<file path="config.mk">
export PLATFORM = sky130hd
export DESIGN_NAME = cla8_seq_adder
export DESIGN_NICKNAME = d
export VERILOG_FILES = /design/src/rtl/cla8_seq_adder.sv
export SDC_FILE = /design/constraint.sdc
export NUM_CORES = 1
export LEC_CHECK = 0
export ABC_AREA = 1
export CAP_MARGIN = 10
export CELL_PAD_IN_SITES_DETAIL_PLACEMENT = 0
export CELL_PAD_IN_SITES_GLOBAL_PLACEMENT = 1
export CORE_MARGIN = 2
export CORE_UTILIZATION = 35
export CTS_BUF_LIST = sky130_fd_sc_hd__clkbuf_4
export CTS_CLUSTER_SIZE = 8
export DETAILED_ROUTE_END_ITERATION = 10
export PLACE_DENSITY_LB_ADDON = 0.1
export SLEW_MARGIN = 10
export SYNTH_ARGS = -nofsm -noshare
export SYNTH_HDL_FRONTEND = slang
export SYNTH_SLANG_ARGS = --single-unit
</file>
<file path="constraint.sdc">
create_clock -name clk -period 2.27 [get_ports clk]
set_input_delay 0.454 -clock clk [delete_from_list [all_inputs] [get_ports clk]]
set_output_delay 0.454 -clock clk [all_outputs]
set_load 0.02 [all_outputs]
</file>
<file path="src/rtl/cla8_seq_adder.sv">
// cla8_seq_adder: multi-cycle wide adder built around one 8-bit carry-lookahead
// adder, which is reused NBYTES times, low byte first.
//
// Ports:
//   clk      - system clock, rising edge
//   reset_n  - asynchronous active-low reset
//   start    - request; sampled only while idle
//   a, b, ci - operands and carry-in, captured on the accepted start edge
//   busy     - high while an add is in flight and during the done cycle
//   done     - one-cycle pulse, s/co valid
//   s, co    - registered sum and final carry-out; held until the next start
//
// Also contains cla8, the 8-bit carry-lookahead adder slice.

// cla8: 8-bit adder with every carry computed directly from generate/propagate
// terms (no ripple through the lower carries).
//   a, b - addends; ci - carry-in; s - sum; co - carry-out
module cla8 (
    input  logic [7:0] a,
    input  logic [7:0] b,
    input  logic       ci,
    output logic [7:0] s,
    output logic       co
);

    logic [7:0] g;
    logic [7:0] p;
    logic [8:0] c;

    assign g = a & b;
    assign p = a ^ b;

    // c[i+1] = OR_j ( g[j] & p[j+1..i] ) | ( ci & p[0..i] )
    always_comb begin
        logic prod;
        logic c_next;
        c      = '0;
        c[0]   = ci;
        prod   = 1'b0;
        c_next = 1'b0;
        for (int i = 0; i < 8; i++) begin
            c_next = 1'b0;
            for (int j = 0; j <= i; j++) begin
                prod = g[j];
                for (int k = j + 1; k <= i; k++) begin
                    prod = prod & p[k];
                end
                c_next = c_next | prod;
            end
            prod = ci;
            for (int k = 0; k <= i; k++) begin
                prod = prod & p[k];
            end
            c_next   = c_next | prod;
            c[i + 1] = c_next;
        end
    end

    assign s  = p ^ c[7:0];
    assign co = c[8];

endmodule

module cla8_seq_adder #(
    parameter int unsigned NBYTES = 4
) (
    input  logic                  clk,
    input  logic                  reset_n,
    input  logic                  start,
    input  logic [8*NBYTES-1:0]   a,
    input  logic [8*NBYTES-1:0]   b,
    input  logic                  ci,
    output logic                  busy,
    output logic                  done,
    output logic [8*NBYTES-1:0]   s,
    output logic                  co
);

    localparam int unsigned W     = 8 * NBYTES;
    localparam int unsigned IDX_W = (NBYTES > 1) ? $clog2(NBYTES) : 1;
    localparam logic [IDX_W-1:0] IDX_LAST = IDX_W'(NBYTES - 1);

    typedef enum logic [1:0] {
        ST_IDLE = 2'd0,
        ST_RUN  = 2'd1,
        ST_DONE = 2'd2
    } state_t;

    state_t           state_q, state_d;
    logic [IDX_W-1:0] idx_q,   idx_d;
    logic             carry_q, carry_d;
    logic [W-1:0]     la_q,    la_d;
    logic [W-1:0]     lb_q,    lb_d;
    logic [W-1:0]     s_q,     s_d;
    logic             co_q,    co_d;
    logic             busy_q,  busy_d;
    logic             done_q,  done_d;

    logic [W-1:0]     a_shift;
    logic [W-1:0]     b_shift;
    logic [7:0]       slice_a;
    logic [7:0]       slice_b;
    logic [7:0]       slice_s;
    logic             slice_co;

    // Current byte of the latched operands, selected by idx
    assign a_shift = la_q >> {idx_q, 3'b000};
    assign b_shift = lb_q >> {idx_q, 3'b000};
    assign slice_a = a_shift[7:0];
    assign slice_b = b_shift[7:0];

    cla8 u_cla8 (
        .a  (slice_a),
        .b  (slice_b),
        .ci (carry_q),
        .s  (slice_s),
        .co (slice_co)
    );

    // State and datapath registers
    always_ff @(posedge clk or negedge reset_n) begin
        if (!reset_n) begin
            state_q <= ST_IDLE;
            idx_q   <= '0;
            carry_q <= 1'b0;
            la_q    <= '0;
            lb_q    <= '0;
            s_q     <= '0;
            co_q    <= 1'b0;
            busy_q  <= 1'b0;
            done_q  <= 1'b0;
        end else begin
            state_q <= state_d;
            idx_q   <= idx_d;
            carry_q <= carry_d;
            la_q    <= la_d;
            lb_q    <= lb_d;
            s_q     <= s_d;
            co_q    <= co_d;
            busy_q  <= busy_d;
            done_q  <= done_d;
        end
    end

    // Next state, byte sequencing and registered status flags
    always_comb begin
        state_d = state_q;
        idx_d   = idx_q;
        carry_d = carry_q;
        la_d    = la_q;
        lb_d    = lb_q;
        s_d     = s_q;
        co_d    = co_q;

        case (state_q)
            ST_IDLE: begin
                if (start) begin
                    la_d    = a;
                    lb_d    = b;
                    carry_d = ci;
                    idx_d   = '0;
                    s_d     = '0;
                    co_d    = 1'b0;
                    state_d = ST_RUN;
                end
            end
            ST_RUN: begin
                for (int unsigned k = 0; k < NBYTES; k++) begin
                    if (IDX_W'(k) == idx_q) begin
                        s_d[8*k +: 8] = slice_s;
                    end
                end
                carry_d = slice_co;
                if (idx_q == IDX_LAST) begin
                    co_d    = slice_co;
                    idx_d   = '0;
                    state_d = ST_DONE;
                end else begin
                    idx_d = idx_q + IDX_W'(1);
                end
            end
            ST_DONE: begin
                state_d = ST_IDLE;
            end
            default: begin
                state_d = ST_IDLE;
            end
        endcase

        // Flags follow the state being entered so they stay registered
        busy_d = (state_d != ST_IDLE);
        done_d = (state_d == ST_DONE);
    end

    assign busy = busy_q;
    assign done = done_q;
    assign s    = s_q;
    assign co   = co_q;

endmodule

</file>
# [After elaboration in Yosys (flattened, before gate mapping)]
# Cells that the tools add are included.
# Widths: inputs -> output; s select.
[totals] reg_bits=104 output_inout_bits=35 word_cells=130
[op_classes] addsub=1 n_eq_ne=12 shifts=2 muxes=17 bitwise_logic=75 reduce_logical=11
[ops] operator="$pmux 32 s2" n=1
[ops] operator="$shr 32x5->8" n=2
[ops] operator="$and 1x1->1" n=36
[ops] operator="$or 1x1->1" n=36
[ops] operator="$mux 32" n=1
[ops] operator="$mux 8" n=4
[ops] operator="$xor 8x8->8" n=2
[ops] operator="$reduce_and 3->1" n=5
[ops] operator="$ne 2x2->1 const B" n=6
[ops] operator="$and 8x8->8" n=1
[ops] operator="$mux 2" n=4
[ops] operator="$pmux 2 s2" n=2
[ops] operator="$eq 2x2->1 const A" n=2
[ops] operator="$eq 2x2->1 const B" n=2
[ops] operator="$logic_not 2->1" n=2
[ops] operator="$pmux 1 s2" n=2
[ops] operator="$reduce_and 2->1" n=2
[ops] operator="$reduce_bool 2->1" n=2
[ops] operator="$mux 1" n=3
[ops] operator="$add 2x1->2 const B" n=1
[ops] operator="$eq 1x2->1 const A" n=1
[ops] operator="$eq 2x1->1 const B" n=1

# [Logic depth before layout (Yosys ltp)]
# Gate-level depths: netlist of the first run.
[logic_depth] depth_word=19 depth_mapped=18 ltp_nobuf=16

# [Modules after synthesis]
# Synthesis of the first run repeated with hierarchy kept, for this count alone.
[hier_totals] cells_unflattened=687 area_unflattened_um2=5427.7
[modules_own_cells] mod="cla8_seq_adder" instances=1 cells_per_inst=613 area_each_um2=4951.0
[modules_own_cells] mod="cla8" instances=1 cells_per_inst=74 area_each_um2=476.7

# [Worst setup path after synthesis of the first run]
# OpenSTA, ideal clock, no wires.
[synth_timing] path_type="reg2reg" startpoint="register idx_q[0]" endpoint="register s_q[31], in the netlist s[31]" arrival_ns=2.348 required_time_ns=2.152 setup_slack_ns=-0.196 stages_incl_launch_ff=18 cell_sequence="dfrtp_1 > clkbuf_1 > inv_1 > buf_1 > nor2_1 > o22ai_1 > ha_1 > clkbuf_8 > inv_2 > nor2_1 > nand2_1 > nand4_1 > a21oi_1 > nand3_1 > nand2_1 > nand3_2 > nand4_1 > nand2_1"
[synth_between] elab_chain_cells=18
[synth_rtl] element="from (decl)" line="90" rtl="logic [IDX_W-1:0] idx_q, idx_d;"
[synth_rtl] element="from (signal assigned)" line="134" rtl="idx_q <= idx_d;"
[synth_rtl] element="$shr 32x5->8 (on tied branches)" line="107, 108"
[synth_rtl] element="$and 8x8->8 or $xor 8x8->8 (tied branches)" line="30, 31"
[synth_rtl] element="$and 1x1->1 (6 in a row)" line="46" rtl="prod = prod & p[k];"
[synth_rtl] element="$or 1x1->1 (6 in a row)" line="48" rtl="c_next = c_next | prod;"
[synth_rtl] element="$or 1x1->1" line="54" rtl="c_next = c_next | prod;"
[synth_rtl] element="$xor 8x8->8" line="59" rtl="assign s = p ^ c[7:0];"
[synth_rtl] element="$mux 8" line="169" rtl="if (IDX_W'(k) == idx_q) begin"
[synth_rtl] element="$pmux 32 s2" line="155" rtl="case (state_q)"
[synth_rtl] element="to (signal assigned)" line="128" rtl="s_q <= '0;"
[synth_rtl] element="to (signal assigned)" line="138" rtl="s_q <= s_d;"
[synth_rtl] element="to (decl)" line="94" rtl="logic [W-1:0] s_q, s_d;"
# Several ways; a longest one is shown, not always the timed one. The select of a mux whose other input is x is not followed.
# A chain may end at the register's enable or synchronous reset.

# [Worst setup path in the final report of the first run]
[layout_timing] startpoint="register idx_q[0]" endpoint="register s_q[15], in the netlist s[15]"
# The elaborated chain is that of the path after synthesis.

==> results of run 1 <==
==> metal layers <==
layer,routed length [um],part of all wire
met5,0,0
met1,5860,0.46
met2,6080,0.48
met4,204,0.016
met3,522,0.041
==> flip-flops by register name (all words and copies together) (netlist names) <==
signal and cells:
s 32, state_q 2, co 1, done 1, carry_q 1, lb_q 32
idx_q 2, la_q 32, busy 1
==> placed cells by master (no fill, tap or decap), drive strengths merged <==
cell type,instances
clkdlybuf4s50,101
dfrtp,104
xor2,1
bufinv,1
inv,26
clkinvlp,2
o21ai,54
ha,13
buf,35
nor2,46
nand3,14
nor3,1
nand2,274
clkinv,2
clkbuf,10
nand4,10
fa,1
a32oi,2
a21oi,9
bufbuf,1
o22ai,14
==> what timing repair did <==
action / CTS / global route
pin swaps: 17 / 8
gates cloned: 2 / 0
buffers inserted: 6 / 1
gates resized for setup: 39 / 45
setup endpoints to repair: 31 / 34
==> report_power, final <==
group          internal [uW]  leakage (uW)  total [uW]  switching (uW)
combinational           3400       0.00189        7750            4350
clock                    343     0.0000665         966             624
sequential              2700       0.00131        3220             526
==> synth_stat cells <==
| cell | n |
|---|---|
| sky130_fd_sc_hd__buf_4 | 1 |
| sky130_fd_sc_hd__nand2_2 | 8 |
| sky130_fd_sc_hd__nand3_1 | 10 |
| sky130_fd_sc_hd__clkbuf_1 | 11 |
| sky130_fd_sc_hd__fa_1 | 1 |
| sky130_fd_sc_hd__inv_1 | 23 |
| sky130_fd_sc_hd__nor2_1 | 41 |
| sky130_fd_sc_hd__buf_1 | 5 |
| sky130_fd_sc_hd__buf_2 | 13 |
| sky130_fd_sc_hd__nand3_4 | 1 |
| sky130_fd_sc_hd__o21ai_2 | 6 |
| sky130_fd_sc_hd__inv_2 | 3 |
| sky130_fd_sc_hd__nand4_1 | 10 |
| sky130_fd_sc_hd__nor3_1 | 1 |
| sky130_fd_sc_hd__clkbuf_8 | 2 |
| sky130_fd_sc_hd__nand2_1 | 266 |
| sky130_fd_sc_hd__a21oi_2 | 4 |
| sky130_fd_sc_hd__a32oi_1 | 2 |
| sky130_fd_sc_hd__nand3_2 | 3 |
| sky130_fd_sc_hd__xor2_1 | 1 |
| sky130_fd_sc_hd__a21oi_1 | 5 |
| sky130_fd_sc_hd__nor2_4 | 1 |
| sky130_fd_sc_hd__o22ai_1 | 14 |
| sky130_fd_sc_hd__nor2_2 | 4 |
| sky130_fd_sc_hd__dfrtp_1 | 104 |
| sky130_fd_sc_hd__o21ai_0 | 48 |
| sky130_fd_sc_hd__ha_1 | 13 |
==> cells by family (layout without fill, tap and decap cells) <==
group	Yosys count	after routing	share of synthesized area
buffers and inverters	58	178	0.0525
adders and majority gates	14	14	0.0372
xor gates and xnor gates	1	1	0.00178
DFF	104	104	0.530
AOI/OAI and AO/OA	79	79	0.0932
and+or+nand+nor	345	345	0.286
==> critical path, cell delays in order (launching register included) <==
cell,delay (ns)
sky130_fd_sc_hd__dfrtp_2,0.45
sky130_fd_sc_hd__clkinv_4,0.12
sky130_fd_sc_hd__bufbuf_16,0.29
sky130_fd_sc_hd__o21ai_2,0.10
sky130_fd_sc_hd__o22ai_1,0.07
sky130_fd_sc_hd__ha_1,0.33
sky130_fd_sc_hd__inv_2,0.04
sky130_fd_sc_hd__nor2_1,0.17
sky130_fd_sc_hd__nand4_1,0.11
sky130_fd_sc_hd__nand4_1,0.11
sky130_fd_sc_hd__nor2_1,0.05
sky130_fd_sc_hd__nand4_1,0.08
sky130_fd_sc_hd__nand2_2,0.08
sky130_fd_sc_hd__buf_4,0.15
sky130_fd_sc_hd__nand4_1,0.08
sky130_fd_sc_hd__nand2_1,0.05
==> cell type report <==
| class | instances | area [um^2] |
|---|---|---|
| Clock buffer | 10 | 75.1 |
| Tap cell | 180 | 225 |
| Multi-Input combinational cell | 439 | 2320 |
| Fill cell | 1370 | 6980 |
| Inverter | 26 | 103 |
| Clock inverter | 5 | 57.6 |
| Timing Repair Buffer | 137 | 1410 |
| Sequential cell | 104 | 2600 |
==> how the worst max path moves through the flow <==
| stage | from | depth (start not counted) | end |
|---|---|---|---|
| detailed placement | idx_q[0] | 15 | s[21] |
| finish | idx_q[0] | 15 | s[15] |
| floorplan | idx_q[0] | 15 | s[31] |
| CTS | idx_q[0] | 16 | s[30] |
| global route | idx_q[0] | 15 | s[15] |
| global placement | idx_q[0] | 15 | s[21] |
==> metrics by stage <==
| stage | utilization | cells | area [um^2] | setup TNS, ns |
|---|---|---|---|---|
| after global routing | 0.493 | 901 | 6790 | -4.14 |
| after global placement | 0.455 | 877 | 6270 | -2.55 |
| after floorplan | - | 601 | 4930 | 0 |
| after CTS | 0.482 | 900 | 6640 | -1.08 |
| final | 0.493 | 901 | 6790 | -1.04 |
| after detailed placement | 0.455 | 877 | 6270 | -3.89 |
==> impl_metrics.xml, run 1 <==
<?xml version="1.0" encoding="UTF-8"?>
<metrics>
  <group name="global_route">
    <metric name="first_pass_grt_wire_length" unit="um">20900</metric>
    <metric name="grt_overflow" unit="">0</metric>
    <metric name="antenna_found_initial" unit="">0</metric>
    <metric name="maximum_number_of_pins_on_one_net_before_global_route_repair" unit="">105</metric>
    <metric name="grt.met1_usage" unit="">0.237</metric>
    <metric name="global_route.usage.total" unit="">0.181</metric>
    <metric name="grt_pass1_vias" unit="">4218</metric>
    <metric name="top_usage_layer" unit="">met2</metric>
    <metric name="met3_grt_util" unit="">0.0265</metric>
    <metric name="global_route.usage.met2" unit="">0.305</metric>
  </group>
  <group name="timing">
    <metric name="final_period_demand_of_the_worst_path" unit="ns">2.39</metric>
    <metric name="setup_viol" unit="">14</metric>
    <metric name="max_freq" unit="MHz">418</metric>
    <metric name="post-route-period-util" unit="">1.05</metric>
    <metric name="number_of_hold_violations_in_the_final_report" unit="">19</metric>
    <metric name="worst_slew_pin_tran" unit="ns">0.596</metric>
    <metric name="timing.slew.headroom" unit="">0.603</metric>
    <metric name="fin_hold_ws" unit="ns">-0.0425</metric>
    <metric name="timing.final.max_slew_violations" unit="">0</metric>
    <metric name="layout_setup_ws" unit="ns">-0.124</metric>
    <metric name="fin_worst_skew" unit="ns">0.0166</metric>
    <metric name="grt_setup_unrepaired" unit="">yes</metric>
  </group>
  <group name="cells_and_area">
    <metric name="layout-area-overhead-vs-synth" unit="%">38.2</metric>
    <metric name="fin_nets" unit="">799</metric>
    <metric name="antenna_cells" unit="">0</metric>
    <metric name="drive_gt1_frac" unit="">0.175</metric>
  </group>
  <group name="floorplanning">
    <metric name="die_w" unit="um">122</metric>
    <metric name="core_area" unit="mm^2">0.0138</metric>
    <metric name="design.die.area" unit="mm^2">0.0150</metric>
    <metric name="chipHeight" unit="um">122</metric>
    <metric name="starting_density_of_the_core" unit="">0.357</metric>
    <metric name="floorplan.io_pins" unit="">103</metric>
    <metric name="num_rows" unit="">43</metric>
  </group>
  <group name="pwr">
    <metric name="power_density" unit="mW/mm^2">1760</metric>
    <metric name="static-leakage-power" unit="uW">0.00326</metric>
    <metric name="power.ir.vdd_worst" unit="mV">0.851</metric>
    <metric name="design_power_total" unit="uW">11900</metric>
  </group>
  <group name="yosys">
    <metric name="yosys_register_bits" unit="">104</metric>
    <metric name="synth.yosys.warnings" unit="">0</metric>
    <metric name="synthDistinctLibCells" unit="">27</metric>
    <metric name="post_synth.cell_area_avg" unit="um^2">8.18</metric>
    <metric name="synth.cell_area" unit="mm^2">0.00491</metric>
    <metric name="synth.top_cells.by_area" unit="">sky130_fd_sc_hd__dfrtp_1 (53%), sky130_fd_sc_hd__nand2_1 (20%), sky130_fd_sc_hd__o21ai_0 (4.9%), sky130_fd_sc_hd__ha_1 (3.3%), sky130_fd_sc_hd__nor2_1 (3.1%)</metric>
    <metric name="netlist.top_cell.by_area" unit="">sky130_fd_sc_hd__dfrtp_1</metric>
    <metric name="synth_largest_type_area_fraction" unit="">0.530</metric>
    <metric name="yosysSeqAreaShare" unit="">0.530</metric>
    <metric name="synth_nets" unit="">683</metric>
    <metric name="synthCells" unit="">601</metric>
  </group>
  <group name="run">
    <metric name="timing.max_cap.violations" unit="">0</metric>
  </group>
  <group name="routing">
    <metric name="drtAntennaViolNets" unit="">0</metric>
    <metric name="drc_errors" unit="">0</metric>
    <metric name="via_count" unit="">4244</metric>
    <metric name="drtPass1Iterations" unit="">5</metric>
    <metric name="viasPerCell" unit="">4.71</metric>
    <metric name="wl_per_cell" unit="um">14.1</metric>
    <metric name="drt-total-wl" unit="um">12700</metric>
    <metric name="drt-initial-drc-count" unit="">165</metric>
  </group>
  <group name="place">
    <metric name="place.gp.congestion" unit="">0.799</metric>
    <metric name="port-buffer-count" unit="">102</metric>
    <metric name="place_ws" unit="ns">-0.237</metric>
    <metric name="sum_of_net_half_perimeters_after_detailed_placement" unit="um">8910</metric>
  </group>
  <group name="clock_tree">
    <metric name="worst_setup_hold_path_clk_slew" unit="ns">0.16</metric>
    <metric name="clock_tree.buffer_depth" unit="">2</metric>
    <metric name="cts.sink_count" unit="">104</metric>
    <metric name="cts_buffers" unit="">9</metric>
    <metric name="clock_tree.root_cell" unit="">sky130_fd_sc_hd__clkbuf_4</metric>
    <metric name="tritoncts_clock_tree" unit="">yes</metric>
    <metric name="postCtsHoldBufs" unit="">0</metric>
    <metric name="cts_h_tree_depth" unit="">3</metric>
    <metric name="clk_latency" unit="ns">0.48</metric>
  </group>
  <group name="setup_path">
    <metric name="worst_ep_required_time" unit="ns">2.65</metric>
    <metric name="r2r.worst_path.cells" unit="">15</metric>
    <metric name="endpoint_kind" unit="">flop</metric>
    <metric name="cp_max_fo" unit="">11</metric>
    <metric name="setup.worst_path.class" unit="">flop to flop</metric>
    <metric name="timing.rr.end" unit="">s[15]</metric>
    <metric name="worst_ep_arrival_time" unit="ns">2.78</metric>
    <metric name="setup.reg_to_reg.worst_slack" unit="ns">-0.12</metric>
    <metric name="setup.worst_path.start_class" unit="">flop</metric>
    <metric name="rr_startpoint" unit="">idx_q[0]</metric>
  </group>
  <group name="worst_hold_path">
    <metric name="min_path_type" unit="">input port to async pin</metric>
  </group>
  <group name="run_status">
    <metric name="outcome" unit="">finished with violations</metric>
    <metric name="failed_checks" unit="">hold timing, setup timing</metric>
  </group>
</metrics>
No activity file was read; power rests on OpenSTA's default activity.
==> run 2: changes to the inputs <==
Settings changed: CTS_CLUSTER_DIAMETER set to 60.
==> results of run 2 <==
Same layout as run 1: the final DEF is identical, and so are final timing and power.
